**config.mk**
```make
export PLATFORM = sky130hd
export DESIGN_NAME = block_check_seq
export DESIGN_NICKNAME = d
export VERILOG_FILES = /design/src/rtl/block_check_seq.sv
export SDC_FILE = /design/constraint.sdc
export NUM_CORES = 1
export LEC_CHECK = 0
export CAP_MARGIN = 20
export CORE_MARGIN = 1.5
export CORE_UTILIZATION = 36
export CTS_CLUSTER_DIAMETER = 30
export DETAILED_ROUTE_END_ITERATION = 7
export GPL_TIMING_DRIVEN = 0
export PLACE_DENSITY = 0.63
export SETUP_SLACK_MARGIN = 0.02
export SYNTH_ARGS = -nofsm -noshare
export SYNTH_HDL_FRONTEND = slang
export SYNTH_SLANG_ARGS = --single-unit
export TNS_END_PERCENT = 100
```
**constraint.sdc**
```tcl
create_clock -name clk -period 2.15 [get_ports clk]
set_input_delay 0.215 -clock clk [delete_from_list [all_inputs] [get_ports clk]]
set_output_delay 0.215 -clock clk [all_outputs]
set_load 0.01 [all_outputs]
```
**src/rtl/block_check_seq.sv**
```systemverilog
// Store-and-forward sequencer: buffers one framed character stream, resets the
// begin/end checker, replays the frame gap-free and returns the sampled verdict.
module block_check_seq #(
  parameter int DEPTH = 16,
  parameter int LEN_W = 5
) (
  input  logic             clk,
  input  logic             reset,
  input  logic             in_valid,
  output logic             in_ready,
  input  logic [7:0]       in_char,
  input  logic             in_last,
  output logic             chk_reset,
  output logic [7:0]       chk_char,
  input  logic             chk_result,
  output logic             res_valid,
  input  logic             res_ready,
  output logic             res_pass,
  output logic             res_ovf,
  output logic [LEN_W-1:0] res_len
);

  localparam int               AW    = $clog2(DEPTH);
  localparam logic [LEN_W-1:0] FULL  = LEN_W'(DEPTH);
  localparam logic [LEN_W-1:0] ONE   = LEN_W'(1);
  localparam logic [7:0]       SPACE = 8'h20;

  typedef enum logic [2:0] {LOAD, CLEAR, FEED, WAIT, REPORT} state_t;

  state_t           state;
  logic [7:0]       mem [DEPTH];
  logic [LEN_W-1:0] count;
  logic [LEN_W-1:0] rd;
  logic             ovf;
  logic             clr;
  logic             accept;
  logic             store;

  assign accept    = in_valid & in_ready;
  assign store     = accept & (count != FULL);
  assign chk_reset = ~reset | clr;

  always_ff @(posedge clk) begin
    if (store) mem[count[AW-1:0]] <= in_char;
  end

  // rd holds the index of the character to present on the next FEED cycle,
  // so chk_char can be registered while still streaming without bubbles.
  always_ff @(posedge clk or negedge reset) begin
    if (!reset) begin
      state     <= LOAD;
      count     <= '0;
      rd        <= '0;
      ovf       <= 1'b0;
      clr       <= 1'b0;
      in_ready  <= 1'b1;
      chk_char  <= SPACE;
      res_valid <= 1'b0;
      res_pass  <= 1'b0;
      res_ovf   <= 1'b0;
      res_len   <= '0;
    end else begin
      case (state)
        LOAD: begin
          if (accept) begin
            if (count != FULL) count <= count + ONE;
            else               ovf   <= 1'b1;
            if (in_last) begin
              state    <= CLEAR;
              in_ready <= 1'b0;
              clr      <= 1'b1;
            end
          end
        end
        CLEAR: begin
          clr      <= 1'b0;
          rd       <= ONE;
          chk_char <= mem[0];
          state    <= FEED;
        end
        FEED: begin
          if (rd == count) begin
            chk_char <= SPACE;
            state    <= WAIT;
          end else begin
            chk_char <= mem[rd[AW-1:0]];
            rd       <= rd + ONE;
          end
        end
        WAIT: begin
          res_pass  <= chk_result & ~ovf;
          res_ovf   <= ovf;
          res_len   <= count;
          res_valid <= 1'b1;
          state     <= REPORT;
        end
        REPORT: begin
          if (res_ready) begin
            res_valid <= 1'b0;
            count     <= '0;
            ovf       <= 1'b0;
            in_ready  <= 1'b1;
            state     <= LOAD;
          end
        end
        default: state <= LOAD;
      endcase
    end
  end

endmodule

```
==> impl_metrics.yaml, run 1 <==
die:
  die_height_um: 141
  dieArea_um2: 19800
  start_util_pct: 36.7
  rows: 50
  core_area_um2: 18600
  die_width_um: 141
  ios: 32
synth:
  synth.net_count: 424
  yosysWarningCount: 0
  synth_cell_types: 45
  synthDominantAreaCellType: "edfxtp_1"
  synth_top_cells_by_count: "edfxtp_1 (128), dfrtp_1 (30), nand2_1 (21), mux4_2 (17), nor2_1 (16)"
  synthArstFlopShare_pct: 20.0
  synth_flop_cell: "edfxtp_1"
  synth_edf_count: 128
  netlist_instances: 405
  synth_area_um2: 6840
  yosysMostFrequentCell: "edfxtp_1"
  synthTopCellsByArea: "edfxtp_1 (56%), dfrtp_1 (11%), mux4_2 (5.6%), mux4_1 (5.4%), mux2_2 (2.3%)"
  avgSynthCellArea_um2: 16.9
  synth-seq-area-share_pct: 67.9
  synth.ff_latch_count: 160
  synth_top_area_share_pct: 56.2
finish:
  finalNetCount: 480
  area.growth.synth_to_final_pct: 19.0
  multi_input_area_um2: 2080
  drive_gt1_share_pct: 20.9
  fillers: 1624
  seqCellArea_um2: 4650
  diodes: 0
sta:
  holdWs_ps: 329
  worst_slew_pin_slew_ps: 593
  post-route-period-util_pct: 95.5
  hold_viol: 0
  final_max_slew_viol_count: 0
  fin_skew_ps: 6.76
  clock.fmax_ghz: 0.487
  setup_viol: 0
  rsz0062_at_grt: "yes"
  slew_headroom_pct: 60.3
  finalCriticalPeriod_ps: 2050
  fin_setup_tns_ps: 0
global_route:
  grt_first_pass_wirelength_um: 22300
  grt_pass1_vias: 3783
  use_met3_pct: 3.80
  grt_usage_pct: 15.6
  met2_usage_pct: 24.7
  grt_overflow_total: 0
  use_met1_pct: 21.0
  grt_start_max_net_pins: 31
  grt_antenna_before_repair: 0
  gr-max-usage-layer: "met2"
critical_path:
  critPathMaxFanout: 10
  crit_path_start: "rd[0]"
  crit_arrival_ps: 2360
  crit_path_start_kind: "flip-flop"
  crit_chain: "buf_6 > buf_6 > mux4_2 > mux2i_1 > and4b_1 > a211oi_1"
  cp.required_ps: 2460
  r2r_setup_slack_ps: 100
  slowest_delay_ps: 530
  reg2reg_depth: 6
  end_kind: "flip-flop"
  cp.buffers_inverters: 2
  timing.rr.start: "rd[0]"
  reg2reg_to: "chk_char[4]"
  crit_path_frequent_cell: "buf_6"
  path_delay_family: "multiplexers"
  slowest_stage: "mux4_2"
  path_class: "flip-flop to flip-flop"
drt:
  drt_iter0_markers: 258
  drc: 0
  wl_per_cell_um: 20.4
  firstDrtPassIters: 4
  drtAntennaViolNets: 0
  viasPerCell: 5.31
  wl_um: 14400
  num_vias: 3762
clocking:
  cts_inserted_buffers: 17
  insertion_delay_ps: 430
  cts_buffer_depth: 2
  cts_tree: "yes"
  clkSlewWorstSetupHoldPaths_ps: 60
  cts_sinks: 160
  htreeDepth: 4
  clock-root-buffer: "clkbuf_16"
placed_design:
  gp_congestion: 0.805
  dp_hpwl_um: 9760
  port_buffers: 31
pwr:
  p_leak_nw: 2.86
  power_density_nw_per_um2: 1230
  vdd_drop_max_uv: 496
status:
  status: "complete, no violations"
run:
  drv_cap: 0
hold_path:
  hp-class: "primary input to asynchronous set/reset pin"
## flip-flops by register name, summed over array words and instances, names as in the netlist
signal,cells
clr,1
count,5
mem,128
res_pass,1
chk_char,8
res_len,5
res_valid,1
state,3
in_ready,1
ovf,1
res_ovf,1
rd,5
## metrics by stage
stage                     instance area, µm²  total power (W)  setup WS (ps)  util, %  std cells
after detailed placement                7450          0.00700           -207     40.0        672
after global routing                    8140           0.0105           12.8     43.7        708
after global placement                  7440          0.00695           -551     39.9        670
after floorplan                         6840          0.00594            261        -        405
after CTS                               8090          0.00994           25.8     43.4        706
final                                   8140          0.00997           97.5     43.7        708
## cell families (layout without fill, tap and decap cells)
kind of cell             Yosys count  after routing  share of synthesized area [%]
adder cells (fa/ha/maj)            5              5                          0.914
multiplexers                      59             59                           15.3
AO/OA/AOI/OAI                     48             48                           4.79
flip-flops                       160            160                           67.9
XOR/XNOR                           5              5                          0.640
buffers and inverters             32            101                           2.43
AND/OR/NAND/NOR                   96             96                           7.97
## worst max-delay path by stage
stage                              to  slack, ps  cells past startpoint
after detailed placement    mem[3][1]       -210                      5
final                     chk_char[4]        100                      6
after global routing        mem[7][1]         10                      4
after global placement     mem[11][3]       -550                      4
after CTS                    count[3]         30                      6
after floorplan              count[0]        260                      6
## what timing repair did
item,CTS,global route
resized for setup,10,15
hold buffers,2,0
setup buffers,0,2
endpoints found under the setup margin,42,78
endpoints found under the hold margin,30,0
pin swaps,0,1
## cell usage in the layout, fill, tap and decap left out, drive strengths merged, types with 2 or more instances in the layout
cell type	n
or4b	2
nor2	16
and4b	7
and2	16
a21oi	7
edfxtp	128
and3	4
nor2b	8
clkinv	6
o221ai	7
nand2	21
nor4	2
clkinvlp	2
o21ai	14
o41ai	2
nor3	3
clkbuf	32
xnor2	5
buf	19
nand2b	7
mux4	31
dfstp	2
mux2	14
a31oi	2
a211oi	7
nand3	4
clkdlybuf4s50	30
dfrtp	30
ha	5
mux2i	14
inv	9
bufinv	2
o211ai	4
nor3b	2
## where the power goes
part / internal (W) / total (W) / switching (W)
clock network: 0.00171 / 0.00292 / 0.00121
registers: 0.00361 / 0.00378 / 0.000175
logic: 0.00153 / 0.00327 / 0.00173
## routing by layer
metal / wire, µm / part of all wire (%)
met1: 6590 / 46
met2: 7000 / 49
met3: 585 / 4.1
met4: 252 / 1.7
met5: 0 / 0
## area by class of cell
| cell class | count | area share, % |
|---|---|---|
| inverters | 6 | 0.277 |
| flip-flops and latches | 160 | 57.1 |
| clock buffers | 19 | 5.32 |
| plain buffers | 26 | 1.94 |
| multi-input cells | 213 | 25.6 |
| clock inverters | 13 | 1.68 |
| repair buffers | 37 | 4.46 |
| well taps | 234 | 3.60 |
No activity file was read; power rests on OpenSTA's default activity.
==> run 2: changes to the inputs <==
DONT_BUFFER_PORTS = 1   (was not set)
PLACE_DENSITY = 0.61   (was 0.63)
SKIP_CTS_REPAIR_TIMING = 1   (was not set)
==> run 2 against run 1 <==
- clock skew is 6.6 ps higher
- hold slack got worse by 300 ps
- die area stayed put
- flip-flop and latch count stayed put
- register-to-register slack got worse by 40 ps
- critical endpoint is now chk_char[2]
- largest cell class unchanged
- highest routed layer unchanged
==> impl_metrics.yaml, run 2 (synthesis results as in run 1) <==
finish:
  finalNetCount: 456
  area.growth.synth_to_final_pct: 16.2
  seqCellArea_um2: 4650
  layout_common_cells: "edfxtp_1 (128), dfrtp_1 (28), nand2_1 (21), clkbuf_16 (19), mux4_2 (17)"
  drive_gt1_share_pct: 22.2
  fillers: 1633
  fin_util_pct: 42.6
  multi_input_area_um2: 2130
  largest_reg_flops: 128
  final_common_cell: "edfxtp_1"
  diodes: 0
die:
  rows: 50
  core_area_um2: 18600
  dieArea_um2: 19800
  die_height_um: 141
  start_util_pct: 36.7
  ios: 32
  die_width_um: 141
drt:
  wl_per_cell_um: 20.9
  num_vias: 3717
  drtAntennaViolNets: 0
  drc: 0
  drt_iter0_markers: 249
  viasPerCell: 5.43
  firstDrtPassIters: 4
  wl_um: 14300
pwr:
  p_leak_nw: 2.78
  vdd_drop_max_uv: 461
  power_density_nw_per_um2: 1210
critical_path:
  cp.required_ps: 2440
  end_kind: "flip-flop"
  path_class: "flip-flop to flip-flop"
  critPathMaxFanout: 10
  reg2reg_to: "chk_char[2]"
  crit_path_start_kind: "flip-flop"
  cp.buffers_inverters: 2
  slowest_delay_ps: 570
  path_delay_family: "multiplexers"
  slowest_stage: "mux4_1"
  crit_arrival_ps: 2390
  timing.rr.start: "rd[0]"
  reg2reg_depth: 6
  crit_chain: "buf_6 > buf_12 > mux4_1 > mux2i_1 > and4b_1 > a211oi_1"
  r2r_setup_slack_ps: 50
sta:
  fin_skew_ps: 13.4
  finalCriticalPeriod_ps: 2100
  clock.fmax_ghz: 0.477
  rsz0062_at_grt: "yes"
  holdWs_ps: 26.3
  post-route-period-util_pct: 97.5
  slew_headroom_pct: 60.0
  final_max_slew_viol_count: 0
  worst_slew_pin_slew_ps: 598
  hold_viol: 0
  setup_viol: 0
run:
  drv_cap: 0
placed_design:
  port_buffers: 0
  dp_hpwl_um: 9450
  gp_congestion: 0.783
status:
  status: "complete, no violations"
global_route:
  grt_usage_pct: 15.2
  grt_overflow_total: 0
  grt_antenna_before_repair: 1
  grt_first_pass_wirelength_um: 21800
  grt_start_max_net_pins: 34
  grt_pass1_vias: 3649
clocking:
  cts_inserted_buffers: 17
  clock-root-buffer: "clkbuf_16"
  clkSlewWorstSetupHoldPaths_ps: 70
  cts_buffer_depth: 2
  insertion_delay_ps: 430
  cts_tree: "yes"
  htreeDepth: 4
  cts_sinks: 160
hold_path:
  min_to: "count[3]"
  whs_path_depth: 2
  hp-class: "primary input to flip-flop"
  min_from: "res_ready"
run 2: layer usage:
layer	vias up	share of wire [%]	GRT usage, %
met5	-	0	0
met4	0	0.95	4.28
met3	11	5.0	4.35
met2	102	47	23.0
met1	1927	47	21.5
li1	1677	-	-
run 2: worst max path at each step:
stage | from | endpoint | slack (ps) | cells past startpoint
finish | rd[0] | chk_char[2] | 50 | 6
floorplan | count[0] | count[0] | 260 | 6
global route | count[2] | mem[14][1] | 6 | 3
global placement | in_ready | mem[11][3] | -450 | 3
detailed placement | count[0] | mem[3][3] | -280 | 5
CTS | count[0] | mem[3][0] | -300 | 5
run 2: cell type report:
cell class,instances,area share [%]
sequential,160,58.5
multi-input combinational,213,26.7
clock inverter,7,0.645
inverter,6,0.283
timing repair buffer,13,1.76
clock buffer,25,6.39
tap,234,3.68
buffer,26,1.98
run 2: worst reg2reg max path: stages (launching register included):
cell and delay, ps:
dfrtp_1 390, buf_6 200, buf_12 170, mux4_1 580
mux2i_1 320, and4b_1 250, a211oi_1 50
run 2: report_power, final:
group	leakage (nW)	switching [W]	internal, W	total, W
Sequential	1.55	0.000275	0.00361	0.00388
Clock	0.276	0.00117	0.00165	0.00283
Combinational	0.955	0.00162	0.00130	0.00293
run 2: stage by stage:
step | power (W) | worst slack, ps | cells | setup TNS, ps | instance area (µm²)
2_1_floorplan | 0.00594 | 261 | 405 | 0 | 6840
3_3_place_gp | 0.00665 | -453 | 639 | -13260 | 7130
3_5_place_dp | 0.00669 | -281 | 639 | -8510 | 7140
4_1_cts | 0.00951 | -301 | 671 | -9280 | 7700
5_1_grt | 0.0101 | 5.70 | 684 | 0 | 7950
6_report | 0.00964 | 54.8 | 684 | 0 | 7950
